<file path="config.mk">
export PLATFORM = sky130hd
export DESIGN_NAME = icache_line_fill_flat
export DESIGN_NICKNAME = d
export VERILOG_FILES = /design/src/rtl/icache_line_fill_if.sv /design/src/rtl/icache_line_fill.sv /design/src/flat_wrapper.sv
export SDC_FILE = /design/constraint.sdc
export NUM_CORES = 1
export LEC_CHECK = 0
export CORE_AREA = 5 5 166 168
export CTS_BUF_LIST = sky130_fd_sc_hd__clkbuf_8
export CTS_CLUSTER_SIZE = 25
export DETAILED_ROUTE_END_ITERATION = 7
export DIE_AREA = 0 0 171 173
export GPL_TIMING_DRIVEN = 1
export PLACE_DENSITY = 0.79
export SLEW_MARGIN = 20
export SYNTH_ARGS = -nofsm -noshare
export SYNTH_HDL_FRONTEND = slang
export SYNTH_SLANG_ARGS = --single-unit
</file>
<file path="constraint.sdc">
create_clock -name CLK -period 6.83 [get_ports CLK]
set_clock_uncertainty 0.15 [all_clocks]
set_input_delay 1.0245 -clock CLK [delete_from_list [all_inputs] [get_ports CLK]]
set_output_delay 1.0245 -clock CLK [all_outputs]
set_load 0.01 [all_outputs]
</file>
<file path="src/rtl/icache_line_fill_if.sv">
// Word-wide handshaked instruction-memory read bus used by the line-refill engine.
interface icache_line_fill_if;
  logic        mem_req;
  logic [31:0] mem_addr;
  logic        mem_gnt;
  logic        mem_rvalid;
  logic [31:0] mem_rdata;

  modport master (output mem_req, mem_addr, input mem_gnt, mem_rvalid, mem_rdata);
  modport slave  (input mem_req, mem_addr, output mem_gnt, mem_rvalid, mem_rdata);
endinterface

</file>
<file path="src/rtl/icache_line_fill.sv">
// Instruction-cache line refill: fetches an aligned 8-word line, one word per
// memory transaction, with up to MAX_OUTSTANDING requests in flight.
module icache_line_fill #(
  parameter int MAX_OUTSTANDING = 8
) (
  input  logic                      CLK,
  input  logic                      RST_N,
  input  logic                      miss_req,
  input  logic [31:0]               miss_addr,
  icache_line_fill_if.master        mem,
  output logic [31:0]               w0,
  output logic [31:0]               w1,
  output logic [31:0]               w2,
  output logic [31:0]               w3,
  output logic [31:0]               w4,
  output logic [31:0]               w5,
  output logic [31:0]               w6,
  output logic [31:0]               w7,
  output logic [31:0]               line_addr,
  output logic                      fill_valid,
  output logic                      busy
);
  typedef enum logic [1:0] {IDLE, REQ, WAIT, DONE} state_t;

  localparam logic [3:0] MAX_OS = 4'(MAX_OUTSTANDING);

  state_t            state, state_nxt;
  logic [3:0]        iss_cnt, rx_cnt, iss_nxt, rx_nxt;
  logic [7:0][31:0]  line;
  logic              req, iss_fire, rx_fire;
  logic              miss_off_unused;

  assign miss_off_unused = ^miss_addr[4:0];

  assign iss_fire = req && mem.mem_gnt;
  // Responses only count while a fill is live and the line is not yet full.
  assign rx_fire  = mem.mem_rvalid && (state == REQ || state == WAIT) && (rx_cnt != 4'd8);
  assign iss_nxt  = iss_cnt + {3'b000, iss_fire};
  assign rx_nxt   = rx_cnt + {3'b000, rx_fire};

  always_ff @(posedge CLK or negedge RST_N) begin
    if (!RST_N) state <= IDLE;
    else        state <= state_nxt;
  end

  always_comb begin
    state_nxt = state;
    case (state)
      IDLE:    if (miss_req) state_nxt = REQ;
      REQ: begin
        if (rx_nxt == 4'd8)       state_nxt = DONE;
        else if (iss_nxt == 4'd8) state_nxt = WAIT;
      end
      WAIT:    if (rx_nxt == 4'd8) state_nxt = DONE;
      DONE:    state_nxt = IDLE;
      default: state_nxt = IDLE;
    endcase
  end

  always_comb begin
    req        = (state == REQ) && (iss_cnt < 4'd8) && ((iss_cnt - rx_cnt) < MAX_OS);
    busy       = (state != IDLE);
    fill_valid = (state == DONE);
    mem.mem_req  = req;
    // Base is line-aligned, so the word offset is a plain concatenation.
    mem.mem_addr = req ? {line_addr[31:5], iss_cnt[2:0], 2'b00} : 32'h0;
  end

  always_ff @(posedge CLK or negedge RST_N) begin
    if (!RST_N) begin
      iss_cnt   <= 4'd0;
      rx_cnt    <= 4'd0;
      line_addr <= 32'h0;
      line      <= '0;
    end else if (state == IDLE && miss_req) begin
      line_addr <= {miss_addr[31:5], 5'b0};
      iss_cnt   <= 4'd0;
      rx_cnt    <= 4'd0;
    end else begin
      iss_cnt <= iss_nxt;
      rx_cnt  <= rx_nxt;
      if (rx_fire) line[rx_cnt[2:0]] <= mem.mem_rdata;
    end
  end

  assign w0 = line[0];
  assign w1 = line[1];
  assign w2 = line[2];
  assign w3 = line[3];
  assign w4 = line[4];
  assign w5 = line[5];
  assign w6 = line[6];
  assign w7 = line[7];
endmodule

</file>
<file path="src/flat_wrapper.sv">
// flat-port wrapper written by rule: the top's interface ports become plain ports
module icache_line_fill_flat 
#(
  parameter int MAX_OUTSTANDING = 8
)
  (CLK, RST_N, miss_req, miss_addr, w0, w1, w2, w3, w4, w5, w6, w7, line_addr, fill_valid, busy, mem_mem_req, mem_mem_addr, mem_mem_gnt, mem_mem_rvalid, mem_mem_rdata);
  icache_line_fill_if mem_i ();
  input  logic CLK;
  input  logic RST_N;
  input  logic miss_req;
  input  logic [31:0] miss_addr;
  output logic [31:0] w0;
  output logic [31:0] w1;
  output logic [31:0] w2;
  output logic [31:0] w3;
  output logic [31:0] w4;
  output logic [31:0] w5;
  output logic [31:0] w6;
  output logic [31:0] w7;
  output logic [31:0] line_addr;
  output logic fill_valid;
  output logic busy;
  output wire logic [$bits(mem_i.mem_req)-1:0] mem_mem_req;
  output wire logic [$bits(mem_i.mem_addr)-1:0] mem_mem_addr;
  input wire logic [$bits(mem_i.mem_gnt)-1:0] mem_mem_gnt;
  input wire logic [$bits(mem_i.mem_rvalid)-1:0] mem_mem_rvalid;
  input wire logic [$bits(mem_i.mem_rdata)-1:0] mem_mem_rdata;
  assign mem_mem_req = mem_i.mem_req;
  assign mem_mem_addr = mem_i.mem_addr;
  assign mem_i.mem_gnt = mem_mem_gnt;
  assign mem_i.mem_rvalid = mem_mem_rvalid;
  assign mem_i.mem_rdata = mem_mem_rdata;
  icache_line_fill #(.MAX_OUTSTANDING(MAX_OUTSTANDING)) u_core (.CLK(CLK), .RST_N(RST_N), .miss_req(miss_req), .miss_addr(miss_addr), .mem(mem_i), .w0(w0), .w1(w1), .w2(w2), .w3(w3), .w4(w4), .w5(w5), .w6(w6), .w7(w7), .line_addr(line_addr), .fill_valid(fill_valid), .busy(busy));
endmodule
</file>
---- Yosys cells after proc, flatten, opt, wreduce, memory -nomap -nowiden ----
Cells that the tools add are included.
word-level totals
  flip-flop bits (word level) ............. 293
  input bits .............................. 69
  word-level logic and storage cells ...... 52
  output and inout port bits .............. 323
cells by class
  multiplexer cells ....................... 11
  bitwise operators ....................... 1
  reductions and logical operators ........ 12
  order comparisons ....................... 4
  equality and inequality tests ........... 9
  $add $sub $neg .......................... 3
operators by type and width
  cell                count
  $bwmux 256          1
  $demux 32 s3        1
  $mux 32             2
  $add 4x1->4         2
  $eq 4x4->1 const B  2
  $lt 4x4->1 const B  2
  $mux 2              4
  $mux 4              2
  $pmux 2 s4          1
  $logic_and 1x1->1   7
  $eq 2x2->1 const B  2
  $lt 3x4->1 const B  1
  $ne 2x2->1 const B  2
  $ne 4x4->1 const B  1
  $sub 4x4->4         1
  $ge 3x1->1 const B  1
  $ne 3x1->1 const B  1
  $reduce_and 3->1    1
  $eq 2x1->1 const B  1
  $logic_not 2->1     1
  $reduce_and 2->1    1
  $reduce_bool 2->1   1
  $logic_or 1x1->1    1
  $not 1->1           1

---- Depth between registers and ports, before layout ----
  depth after elaboration ................. 9
  gate-level depth with buffers ........... 14
  gate-level depth less buffers ........... 13

---- Least setup slack after synthesis ----
Ideal clock, no wire load.
  path type ............................... register to register
  from .................................... reg u_core.rx_cnt[1]
  to ...................................... reg u_core.state[1]
  required time ........................... 6.560 ns
  stages on the path, launching flop included .. 15
  setup slack ............................. 3.445 ns
  arrival time ............................ 3.115 ns
  library setup time ...................... 0.120 ns
  period minus slack after synthesis ...... 3.385 ns
  buffers on the path ..................... 1
  cell sequence ........................... dfrtp_1 inv_1 ha_1 a21o_1 a21oi_1 xnor2_1 clkbuf_1 and3_1 ha_1 ha_1 nor2_1 a21oi_1 o41ai_1 a21oi_1 a31o_2
between the ends
  word-level cells in the longest chain between the ends .. 8
  elaborated cells between the ends (all ways) .. 15
  those cells by class .................... add/sub (3); order compare (1); eq/ne (5); mux (2); reduce/logical (4)
ends and longest elaborated chain
  what                               RTL line                text
  start: declaration                 icache_line_fill.sv:28  logic [3:0] iss_cnt, rx_cnt, iss_nxt, rx_nxt;
  start signal: assignment           icache_line_fill.sv:81  rx_cnt <= rx_nxt;
  $sub 4x4->4                        icache_line_fill.sv:61  req = (state == REQ) && (iss_cnt < 4'd8) && ((iss_cnt - rx_cnt) < MAX_OS);
  $lt 4x4->1                         icache_line_fill.sv:61
  $logic_and 1x1->1                  icache_line_fill.sv:61
  $logic_and 1x1->1                  icache_line_fill.sv:35  assign iss_fire = req && mem.mem_gnt;
  $add 4x1->4                        icache_line_fill.sv:38  assign iss_nxt = iss_cnt + {3'b000, iss_fire};
  $eq 4x4->1                         icache_line_fill.sv:52  else if (iss_nxt == 4'd8) state_nxt = WAIT;
  $ne 3x1->1 (no source line)        -
  $reduce_and 3->1 (no source line)  -
  end signal: assignment             icache_line_fill.sv:43  else state <= state_nxt;
  end: declaration                   icache_line_fill.sv:27  state_t state, state_nxt;
Several ways; a longest one is shown, not always the timed one.
A chain may end at the register's enable or synchronous reset.

---- Final worst setup path ----
  from .................................... reg u_core.rx_cnt[1]
  to ...................................... out mem_mem_addr[4]
between the ends
  word-level cells in the longest chain between the ends .. 4
ends and longest elaborated chain
  what               RTL line                text
  $sub 4x4->4        icache_line_fill.sv:61
  $lt 4x4->1         icache_line_fill.sv:61
  $logic_and 1x1->1  icache_line_fill.sv:61
  $mux 32            icache_line_fill.sv:66  mem.mem_addr = req ? {line_addr[31:5], iss_cnt[2:0], 2'b00} : 32'h0;
  end: declaration   flat_wrapper.sv:24      output wire logic [$bits(mem_i.mem_addr)-1:0] mem_mem_addr;
Every way passes these cells.

==> results.cfg <==
[clocking]
cts_inserted_buffers = 47
clk_path_buf_depth = 3
cts.clk_slew.worst_paths_ps = 60
cts_hold_buf = 0
cts.sinks = 293
cts_tree = yes
cts_root_buf = clkbuf_8
cts-resized-gates = 0
clkLatencyLatePin_ps = 540
cts_setup_buffers = 0
ctsHtreeMaxLevel = 2

[route]
routed_wl_um = 31460
vias_per_cell = 5.039
route.vias.total = 7740
drtAntennaViolNets = 0
drc = 0
drtIter0Drc = 341
drtPass1Iterations = 4
wl_per_cell_um = 20.48

[timing]
tightestPinTransition_ps = 1105
finalWorstSetupSlack_ps = 2547
max_clock_freq_ghz = 0.2335
rsz0062_at_grt = false
period_minus_slack_ps = 4283
fin_setup_tns_ps = 0
finalCritPeriodShare = 0.6271
finalHoldViolCount = 0
finalMaxSlewViolations = 0
final-setup-viol-count = 0
relSlewSlack = 0.2609

[floorplanning]
rows = 59
core_um2 = 25760
io_pins = 392
die_h_um = 173
dieArea_um2 = 29580
die_x_um = 171
initial_core_util = 0.4448

[cells_and_area]
drive_gt1_frac = 0.2498
diodes = 0
fin_nets = 1252
area_growth_pct = 43.32

[placement]
pre_cts_slack_ps = 2719
place.gp.congestion = 0.8238
port_buffers = 379
hpwl_um = 21220

[global_routing]
grt_first_pass_wirelength_um = 48820
grt_overflow = 0
first_global_vias = 8227
grt_use_total = 0.2091
antenna_found_initial = 0
grt_max_degree = 134

[worst_setup_path]
worstPathRequired_ps = 5660
critPathMaxStageDelay_ps = 550
endpoint_kind = primary output
arrival_ps = 3110
r2r_start = u_core.rx_cnt[1]
crit_slowest_cell = clkdlybuf4s50_1
r2r-end = u_core.state[1]
cp_max_fo = 32
reg2reg_setup_slack_ps = 2870
worstRegToRegCells = 13
worst-path-buf-inv = 2
critPathLaunchType = register
cp.depth = 7
critPathTopFamily = buffers and inverters
worst-setup-path-type = reg -> out
cp_cell_sequence = inv_1, ha_1, a21o_1, a21oi_1, xnor2_4, and3_1, clkdlybuf4s50_1
startpoint = u_core.rx_cnt[1]

[synth]
synth.top_cell.area_share = 0.6398
yosys.area.top_type = dfrtp_1
synth.area.top_cells = dfrtp_1 64%, mux2_2 22%, mux2_1 3.6%
yosysUniqueCellTypes = 33
syn_avg_cell_area_um2 = 14.75
ys_warn_count = 0
ys_seq_area_frac = 0.6398
syn_inst = 777
ys_ff_latch = 293
syn_area_um2 = 11460

[status]
status = finished clean

[job]
drv_cap = 0

[pwr]
power.leakage_nw = 7.756
powerDensity_nw_per_um2 = 477.7
ir_drop_v = 0.0002698

[hold_path]
hold_path.class = in -> async
-- power breakdown --
group          internal, mW  total (mW)  switching [mW]  leakage [nW]
clock network         0.764        1.41           0.647         0.523
logic                  2.07        3.52            1.45          3.46
registers              2.49        2.92           0.427          3.77
total                  5.32        7.85            2.52          7.76
-- cell usage after synthesis (all sizes together) --
cell type,count
o41ai,1
a21oi,3
inv,7
o21a,1
a21o,1
ha,11
and2,6
clkbuf,13
nand3,2
o2111ai,1
xnor2,5
o211ai,1
nand4,1
a31oi,1
nand2,89
nand2b,2
buf,32
and3,35
a32oi,1
mux2,256
nor2,11
nor3,2
a31o,1
conb,1
dfrtp,293
-- worst max path at each step --
stage	end	slack [ps]
global route	mem_mem_addr[4]	2350
floorplan	u_core.state[1]	3450
finish	mem_mem_addr[4]	2550
CTS	mem_mem_addr[4]	2240
global placement	u_core.state[1]	2840
detailed placement	u_core.state[1]	2720
-- sequential cells by signal, indices dropped and copies added, names as in the netlist --
signal	flops
u_core.iss_cnt	4
u_core.line_addr	27
u_core.rx_cnt	4
u_core.state	2
u_core.w0	32
u_core.w1	32
u_core.w2	32
u_core.w3	32
u_core.w4	32
u_core.w5	32
u_core.w6	32
u_core.w7	32
-- per-layer routing --
metal  track usage  vias up  wire [µm]
li1              -     3471          -
met1        0.2646     3912      12570
met2        0.3403      282      15290
met3       0.06210       75       2523
met4       0.07824        0       1075
met5             0        -          0
-- placed cells by master, fill, tap and decap left out, types with 2 or more instances in the layout --
| cell | count |
|---|---|
| nand2_2 | 6 |
| clkdlybuf4s50_1 | 378 |
| inv_1 | 25 |
| a21oi_1 | 3 |
| buf_4 | 5 |
| mux2_2 | 219 |
| and2_1 | 6 |
| and3_1 | 34 |
| clkinv_2 | 3 |
| nor2_1 | 10 |
| nand2_1 | 83 |
| clkbuf_8 | 55 |
| ha_1 | 11 |
| conb_1 | 7 |
| dfrtp_1 | 293 |
| mux2_1 | 37 |
| nand2b_1 | 2 |
| xnor2_1 | 4 |
-- logic make-up after synthesis --
| kind of cell | synth area share |
|---|---|
| muxes | 0.2516 |
| and+or+nand+nor | 0.06136 |
| buffers and inverters | 0.02369 |
| other | 0.0003272 |
| AOI/OAI and AO/OA | 0.007425 |
| xor gates and xnor gates | 0.003821 |
| adders and majority gates | 0.01201 |
| DFF | 0.6398 |
-- final cells by class --
class | instances | area, µm²
inverters | 7 | 26.28
clock inverters | 23 | 123.9
flip-flops and latches | 293 | 7332
fillers | 1969 | 9339
multi-input cells | 438 | 3910
well taps | 335 | 419.2
clock buffers | 55 | 757.0
repair buffers | 385 | 3856
-- stage by stage --
| step | instances | hold WS (ps) | total power [mW] | area [µm²] | util |
|---|---|---|---|---|---|
| 6_report | 1536 | 338.1 | 7.845 | 16420 | 0.6375 |
| 3_5_place_dp | 1458 | 329.9 | 6.482 | 15530 | 0.6029 |
| 2_1_floorplan | 783 | 375.2 | 4.376 | 11480 | - |
| 3_3_place_gp | 1458 | 322.4 | 6.372 | 15530 | 0.6029 |
| 5_1_grt | 1536 | 356.9 | 8.303 | 16420 | 0.6375 |
| 4_1_cts | 1536 | 332.4 | 7.932 | 16410 | 0.6371 |
(Power assumes the default switching activity.)
